$ cat src/rtl/sale_ctrl_if.sv
// Bundle of keypad, stock and transaction-status signals around the sale sequencer.
// Purely structural, no latency.
// No backpressure: keys are single-cycle pulses, status is level.
interface sale_ctrl_if;
    logic        sell_en;
    logic [15:0] key_edge;
    logic [3:0]  quant1;
    logic [3:0]  quant2;
    logic [3:0]  quant3;
    logic [3:0]  quant4;
    logic [3:0]  count1;
    logic [3:0]  count2;
    logic [3:0]  count3;
    logic [3:0]  count4;
    logic [2:0]  state;
    logic [1:0]  prod;
    logic [4:0]  paid;
    logic [3:0]  due;
    logic [4:0]  change;
    logic        dispense;
    logic        refund;
    logic        err;

    // Keypad / inventory side drives inputs and observes the sequencer.
    modport master (
        output sell_en, key_edge, quant1, quant2, quant3, quant4,
        input  count1, count2, count3, count4, state, prod, paid, due,
               change, dispense, refund, err
    );

    // Sequencer side.
    modport slave (
        input  sell_en, key_edge, quant1, quant2, quant3, quant4,
        output count1, count2, count3, count4, state, prod, paid, due,
               change, dispense, refund, err
    );
endinterface

$ cat src/rtl/sale_ctrl.sv
// Sell-mode sequencer: select product, collect coins, dispense or refund, count sales.
// State/outputs registered; PAY entered one cycle after a valid key, DISPENSE/REFUND last one cycle.
// No backpressure: key pulses outside IDLE/PAY are dropped, one coin accepted per cycle.
module sale_ctrl #(
    parameter int PRICE1  = 3,
    parameter int PRICE2  = 5,
    parameter int PRICE3  = 7,
    parameter int PRICE4  = 9,
    parameter int TIMEOUT = 100000000,
    parameter int TW      = 27
) (
    input  logic        clk,
    input  logic        rst_n,
    sale_ctrl_if.slave  bus
);

    typedef enum logic [2:0] {
        IDLE     = 3'd0,
        PAY      = 3'd1,
        DISPENSE = 3'd2,
        REFUND   = 3'd3
    } state_t;

    state_t          state_q, state_d;
    logic [1:0]      prod_q, prod_d;
    logic [4:0]      paid_q, paid_d;
    logic [3:0]      due_q, due_d;
    logic [4:0]      change_q, change_d;
    logic [TW-1:0]   timer_q, timer_d;
    logic            err_q, err_d;
    logic [3:0][3:0] cnt_q, cnt_d;

    logic            sel_vld;
    logic [1:0]      sel_idx;
    logic [3:0]      sel_quant;
    logic [4:0]      coin_amt;
    logic [5:0]      paid_sum;
    logic            unused_keys;

    function automatic logic [3:0] price_of(input logic [1:0] idx);
        case (idx)
            2'd0:    price_of = 4'(PRICE1);
            2'd1:    price_of = 4'(PRICE2);
            2'd2:    price_of = 4'(PRICE3);
            default: price_of = 4'(PRICE4);
        endcase
    endfunction

    // Keys that have no meaning to this block.
    assign unused_keys = ^{bus.key_edge[0], bus.key_edge[9:5], bus.key_edge[14:13]};

    // A selection counts only in sell mode with exactly one product key pressed.
    always_comb begin
        sel_vld = 1'b0;
        sel_idx = 2'd0;
        if (bus.sell_en) begin
            case (bus.key_edge[4:1])
                4'b0001: begin sel_vld = 1'b1; sel_idx = 2'd0; end
                4'b0010: begin sel_vld = 1'b1; sel_idx = 2'd1; end
                4'b0100: begin sel_vld = 1'b1; sel_idx = 2'd2; end
                4'b1000: begin sel_vld = 1'b1; sel_idx = 2'd3; end
                default: begin sel_vld = 1'b0; sel_idx = 2'd0; end
            endcase
        end
    end

    // Stock of the selected product and value of this cycle's coin (largest wins).
    always_comb begin
        case (sel_idx)
            2'd0:    sel_quant = bus.quant1;
            2'd1:    sel_quant = bus.quant2;
            2'd2:    sel_quant = bus.quant3;
            default: sel_quant = bus.quant4;
        endcase
        if (bus.key_edge[12])      coin_amt = 5'd10;
        else if (bus.key_edge[11]) coin_amt = 5'd5;
        else if (bus.key_edge[10]) coin_amt = 5'd1;
        else                       coin_amt = 5'd0;
    end

    assign paid_sum = {1'b0, paid_q} + {1'b0, coin_amt};

    // Next-state and datapath updates for the sale transaction.
    always_comb begin
        state_d  = state_q;
        prod_d   = prod_q;
        paid_d   = paid_q;
        due_d    = due_q;
        change_d = change_q;
        timer_d  = timer_q;
        err_d    = 1'b0;
        cnt_d    = cnt_q;
        case (state_q)
            IDLE: begin
                if (sel_vld) begin
                    change_d = 5'd0;
                    if (sel_quant == 4'd0) begin
                        err_d = 1'b1;
                    end else begin
                        prod_d  = sel_idx;
                        due_d   = price_of(sel_idx);
                        paid_d  = 5'd0;
                        timer_d = '0;
                        state_d = PAY;
                    end
                end
            end
            PAY: begin
                if (!bus.sell_en || bus.key_edge[15]) begin
                    state_d = REFUND;
                end else if (coin_amt != 5'd0) begin
                    paid_d  = paid_sum[5] ? 5'd31 : paid_sum[4:0];
                    timer_d = '0;
                end else if (paid_q >= {1'b0, due_q}) begin
                    state_d = DISPENSE;
                end else if (timer_q == TW'(TIMEOUT - 1)) begin
                    state_d = REFUND;
                end else begin
                    timer_d = timer_q + TW'(1);
                end
            end
            DISPENSE: begin
                change_d = paid_q - {1'b0, due_q};
                if (cnt_q[prod_q] != 4'hF) begin
                    cnt_d[prod_q] = cnt_q[prod_q] + 4'd1;
                end
                paid_d  = 5'd0;
                state_d = IDLE;
            end
            REFUND: begin
                change_d = paid_q;
                paid_d   = 5'd0;
                state_d  = IDLE;
            end
            default: begin
                state_d = IDLE;
            end
        endcase
    end

    // State register.
    always_ff @(posedge clk or negedge rst_n) begin
        if (!rst_n) begin
            state_q <= IDLE;
        end else begin
            state_q <= state_d;
        end
    end

    // Transaction datapath and sold counters.
    always_ff @(posedge clk or negedge rst_n) begin
        if (!rst_n) begin
            prod_q   <= 2'd0;
            paid_q   <= 5'd0;
            due_q    <= 4'd0;
            change_q <= 5'd0;
            timer_q  <= '0;
            err_q    <= 1'b0;
            cnt_q    <= '0;
        end else begin
            prod_q   <= prod_d;
            paid_q   <= paid_d;
            due_q    <= due_d;
            change_q <= change_d;
            timer_q  <= timer_d;
            err_q    <= err_d;
            cnt_q    <= cnt_d;
        end
    end

    assign bus.state    = state_q;
    assign bus.prod     = prod_q;
    assign bus.paid     = paid_q;
    assign bus.due      = due_q;
    assign bus.change   = change_q;
    assign bus.err      = err_q;
    assign bus.dispense = (state_q == DISPENSE);
    assign bus.refund   = (state_q == REFUND);
    assign bus.count1   = cnt_q[0];
    assign bus.count2   = cnt_q[1];
    assign bus.count3   = cnt_q[2];
    assign bus.count4   = cnt_q[3];

endmodule
$ cat src/flat_wrapper.sv
// flat-port wrapper written by rule: the top's interface ports become plain ports
module sale_ctrl_flat 
#(
    parameter int PRICE1  = 3,
    parameter int PRICE2  = 5,
    parameter int PRICE3  = 7,
    parameter int PRICE4  = 9,
    parameter int TIMEOUT = 100000000,
    parameter int TW      = 27
)
  (clk, rst_n, bus_sell_en, bus_key_edge, bus_quant1, bus_quant2, bus_quant3, bus_quant4, bus_count1, bus_count2, bus_count3, bus_count4, bus_state, bus_prod, bus_paid, bus_due, bus_change, bus_dispense, bus_refund, bus_err);
  sale_ctrl_if bus_i ();
  input  logic clk;
  input  logic rst_n;
  input wire logic [$bits(bus_i.sell_en)-1:0] bus_sell_en;
  input wire logic [$bits(bus_i.key_edge)-1:0] bus_key_edge;
  input wire logic [$bits(bus_i.quant1)-1:0] bus_quant1;
  input wire logic [$bits(bus_i.quant2)-1:0] bus_quant2;
  input wire logic [$bits(bus_i.quant3)-1:0] bus_quant3;
  input wire logic [$bits(bus_i.quant4)-1:0] bus_quant4;
  output wire logic [$bits(bus_i.count1)-1:0] bus_count1;
  output wire logic [$bits(bus_i.count2)-1:0] bus_count2;
  output wire logic [$bits(bus_i.count3)-1:0] bus_count3;
  output wire logic [$bits(bus_i.count4)-1:0] bus_count4;
  output wire logic [$bits(bus_i.state)-1:0] bus_state;
  output wire logic [$bits(bus_i.prod)-1:0] bus_prod;
  output wire logic [$bits(bus_i.paid)-1:0] bus_paid;
  output wire logic [$bits(bus_i.due)-1:0] bus_due;
  output wire logic [$bits(bus_i.change)-1:0] bus_change;
  output wire logic [$bits(bus_i.dispense)-1:0] bus_dispense;
  output wire logic [$bits(bus_i.refund)-1:0] bus_refund;
  output wire logic [$bits(bus_i.err)-1:0] bus_err;
  assign bus_i.sell_en = bus_sell_en;
  assign bus_i.key_edge = bus_key_edge;
  assign bus_i.quant1 = bus_quant1;
  assign bus_i.quant2 = bus_quant2;
  assign bus_i.quant3 = bus_quant3;
  assign bus_i.quant4 = bus_quant4;
  assign bus_count1 = bus_i.count1;
  assign bus_count2 = bus_i.count2;
  assign bus_count3 = bus_i.count3;
  assign bus_count4 = bus_i.count4;
  assign bus_state = bus_i.state;
  assign bus_prod = bus_i.prod;
  assign bus_paid = bus_i.paid;
  assign bus_due = bus_i.due;
  assign bus_change = bus_i.change;
  assign bus_dispense = bus_i.dispense;
  assign bus_refund = bus_i.refund;
  assign bus_err = bus_i.err;
  sale_ctrl #(.PRICE1(PRICE1), .PRICE2(PRICE2), .PRICE3(PRICE3), .PRICE4(PRICE4), .TIMEOUT(TIMEOUT), .TW(TW)) u_core (.clk(clk), .rst_n(rst_n), .bus(bus_i));
endmodule
$ cat config.mk
export PLATFORM = sky130hd
export DESIGN_NAME = sale_ctrl_flat
export DESIGN_NICKNAME = d
export VERILOG_FILES = /design/src/rtl/sale_ctrl_if.sv /design/src/rtl/sale_ctrl.sv /design/src/flat_wrapper.sv
export SDC_FILE = /design/constraint.sdc
export NUM_CORES = 1
export LEC_CHECK = 0
export ABC_AREA = 1
export CORE_MARGIN = 5
export CORE_UTILIZATION = 48
export DETAILED_ROUTE_END_ITERATION = 12
export GPL_ROUTABILITY_DRIVEN = 0
export PLACE_DENSITY = 0.74
export SYNTH_ARGS = -nofsm -noshare
export SYNTH_HDL_FRONTEND = slang
export SYNTH_SLANG_ARGS = --single-unit
export TNS_END_PERCENT = 5
$ cat constraint.sdc
create_clock -name clk -period 1.8 [get_ports clk]
set_clock_uncertainty 0.1 [all_clocks]
set_input_delay 0.36 -clock clk [delete_from_list [all_inputs] [get_ports clk]]
set_output_delay 0.36 -clock clk [all_outputs]
set_load 0.02 [all_outputs]
==> flow_metrics.py <==
metrics = {
    "status": {
        "status": "finished with violations",
        "violations": "negative setup slack",
    },
    "final_layout": {
        "seq_area_um2": 1550,
        "antenna_cells": 0,
        "instances_no_fill": 886,
        "final_area_um2": 6100,
        "multiInputGateArea_um2": 2560,
        "drive_above_1_share": 0.250,
        "syn_to_final_growth_pct": 47.4,
        "nets": 827,
        "n_fill_cell": 595,
        "utilization": 0.736,
    },
    "power": {
        "power.density_nw_per_um2": 1340,
        "leakage_uw": 0.00299,
        "ir_worst_vdd_uv": 973,
    },
    "synth": {
        "avgSynthCellArea_um2": 6.73,
        "yosys_warnings": 0,
        "seq_area_frac_synth": 0.375,
        "synth_common_cells": "217 x nand2_1, 90 x nor2_1, 62 x dfrtp_1",
        "synth_top_area_share": 0.375,
        "synthCells": 615,
        "synth_cell_types": 37,
        "synth_flop_cell": "dfrtp_1",
        "yosys-top-cells-area": "dfrtp_1 37%, nand2_1 20%, nor2_1 8.2%",
        "synth_area_um2": 4140,
        "synth_seq_cells": 62,
        "yosys.area.top_type": "dfrtp_1",
        "synth-async-reset-ratio": 1.00,
        "syn-num-nets": 666,
        "yosysMostFrequentCell": "nand2_1",
        "synth_edf_count": 0,
    },
    "drt": {
        "drcViolationCount": 0,
        "route.vias.total": 5017,
        "wire_per_inst_um": 16.8,
        "drt-total-wl_um": 14900,
        "wl_met1_um": 5580,
        "avgViaCountPerCell": 5.66,
        "met2_length_um": 7450,
        "ant_nets": 0,
        "drt_iter0_drc": 467,
        "top_layer_used": "met4",
        "met3WireLength_um": 1250,
        "firstDrtPassIters": 5,
    },
    "critical_path": {
        "worst-path-buf-inv": 6,
        "cp_top_family": "simple AND/OR/NAND/NOR gates",
        "r2r_cells": 11,
        "crit_cells": 18,
        "r2r_slack_ns": -0.26,
        "cp-startpoint": "bus_key_edge[1]",
        "crit-reg2reg-launch": "u_core.bus.due[1]$_DFFE_PN0P_",
        "crit_fanout": 7,
        "critPathLaunchType": "input pin",
        "crit_top_cell": "nand2_1",
        "arrival_ns": 2.35,
        "timing.critical_path.to": "u_core.timer_q[16]$_DFFE_PN0P_",
        "crit_type": "input pin to flip-flop",
        "max_stage_delay_ns": 0.28,
        "r2r_end": "u_core.timer_q[16]$_DFFE_PN0P_",
        "required_ns": 1.95,
        "path_cells": "buf_8, nor2_4, inv_2, nor3b_2, o21ai_2, inv_2, ha_2, nand2_1, nand2_1, inv_1, nand2_2, nand3_4, buf_6, nand2_4, nand3_4, buf_6, nand2_1, nand2_1",
        "critPathSlowestCell": "nor3b_2",
        "end_kind": "flip-flop",
    },
    "timing": {
        "period_needed_ns": 2.20,
        "fmax_ghz": 0.454,
        "period_share": 1.22,
        "hold_viol": 0,
        "tightestPinTransition_ns": 0.564,
        "rsz0062_at_grt": "yes",
        "fin_hold_ws_ns": 0.381,
        "max_slew_margin": 0.624,
        "drv_slew": 0,
        "worst_slack_ns": -0.403,
        "setup_viol": 58,
    },
    "placement": {
        "dp_cells": 853,
        "portBuffers": 63,
        "place_hpwl_um": 9550,
        "dpl_cell_area_um2": 5510,
    },
    "global_routing": {
        "grt_pass1_vias": 4907,
        "antenna_found_initial": 0,
        "grt_pass1_wl_um": 23100,
        "grt_overflow_total": 0,
        "grt_usage": 0.278,
        "grt_max_degree": 23,
    },
    "clock_network": {
        "clkTransAtPathRegs_ns": 0.08,
        "cts_buffers": 9,
        "clk_path_buf_depth": 2,
        "cts_tree": "yes",
        "clk_latency_ns": 0.35,
        "htreeDepth": 3,
        "cts_sinks": 62,
        "root_buffer": "clkbuf_8",
    },
    "die": {
        "die_y_um": 103,
        "ios": 73,
        "rows": 33,
        "initial_core_util": 0.499,
        "coreArea_um2": 8300,
        "die_x_um": 103,
        "dieArea_um2": 10600,
    },
    "hold_path": {
        "worstHoldStart": "u_core.bus.change[3]$_DFFE_PN0P_",
        "hold_path_depth": 2,
        "hold_path.class": "flip-flop to flip-flop",
    },
    "job": {
        "drv_cap": 0,
    },
}
registers in the layout, indices dropped and copies added (netlist names), 4 cells and up:
| name | count |
|---|---|
| u_core.bus.change | 5 |
| u_core.bus.count1 | 4 |
| u_core.bus.count2 | 4 |
| u_core.bus.count3 | 4 |
| u_core.bus.count4 | 4 |
| u_core.bus.due | 4 |
| u_core.bus.paid | 5 |
| u_core.timer_q | 27 |
where the power goes:
part	internal (uW)	switching [uW]	leakage (uW)
registers	1680	242	0.000831
clock network	855	600	0.000116
logic	2090	2730	0.00204
cells by family (layout without fill, tap and decap cells):
logic type,Yosys count,in the layout,share of synthesized area
buffers and inverters,70,235,0.0701
AOI/OAI and AO/OA,68,68,0.0885
xor gates and xnor gates,7,7,0.0148
DFF,62,62,0.375
adders and majority gates,16,16,0.0520
other,1,1,0.000906
and+or+nand+nor,391,392,0.399
worst register-to-register path, cell delays in order (launching register included):
cell	delay [ns]
dfrtp_1	0.40
inv_1	0.10
ha_1	0.26
nand3_1	0.13
nand2_1	0.12
a21oi_2	0.21
nand2_2	0.10
nand2_4	0.11
nand3_4	0.13
buf_6	0.18
nand2_1	0.07
nand2_1	0.06
placed cells by master (no fill, tap or decap), types with 3 or more instances in the layout:
cell type	Yosys	routed
nand2_1	217	202
buf_4	1	87
nor2_1	90	84
dfrtp_1	62	61
inv_1	55	49
nand3_1	40	34
dlygate4sd2_1	0	25
o21ai_0	39	24
nand4_1	23	23
clkdlybuf4s50_1	0	23
nand2_2	4	16
a21oi_1	18	12
clkbuf_8	0	11
inv_2	4	10
o21ai_1	1	9
ha_1	14	8
o21ai_2	0	7
buf_6	2	7
nor2_2	2	5
a21oi_2	0	5
nand3_2	1	5
xor2_1	5	5
nor3_1	4	4
nand2_4	1	4
nand3_4	1	4
dlymetal6s2s_1	0	4
buf_12	0	4
nor2_4	0	3
nand3b_1	3	3
ha_4	0	3
ha_2	0	3
buf_2	6	3
layout make-up:
type	instances	share of cell area
clock buffer	11	0.0248
clock inverter	5	0.0133
inverter	60	0.0371
multi-input combinational	484	0.419
sequential	62	0.254
tap	105	0.0215
timing repair buffer	159	0.230
per-stage QoR:
stage	total power, uW	setup WS (ns)	setup TNS, ns
global placement	5830	-0.767	-32.49
detailed placement	5950	-0.970	-38.79
global route	8620	-0.461	-20.74
finish	8190	-0.403	-15.38
CTS	7970	-0.253	-6.94
floorplan	3920	-0.199	-6.49
timing repair:
item	in CTS	in global routing
hold buffers	1	0
endpoints found under the hold margin	19	0
endpoints found under the setup margin	92	67
pin swaps	22	17
cloned	3	1
gates resized for setup	103	47
setup buffers	10	4
per-layer routing:
metal	vias up	track usage
li1	2311	-
met1	2343	0.347
met2	288	0.469
met3	75	0.0487
met4	0	0.130
met5	-	0
worst min path at each step:
| stage | slack (ns) | endpoint |
|---|---|---|
| 2_1_floorplan | -0.04 | u_core.bus.change[0]$_DFFE_PN0P_ |
| 3_5_place_dp | 0.28 | u_core.bus.count4[0]$_DFFE_PN0P_ |
| 6_report | 0.38 | u_core.bus.change[3]$_DFFE_PN0P_ |
| 5_1_grt | 0.44 | u_core.bus.change[2]$_DFFE_PN0P_ |
| 4_1_cts | 0.39 | u_core.bus.change[3]$_DFFE_PN0P_ |
| 3_3_place_gp | 0.28 | u_core.bus.count3[0]$_DFFE_PN0P_ |
Power figures use the tool's default switching activity.
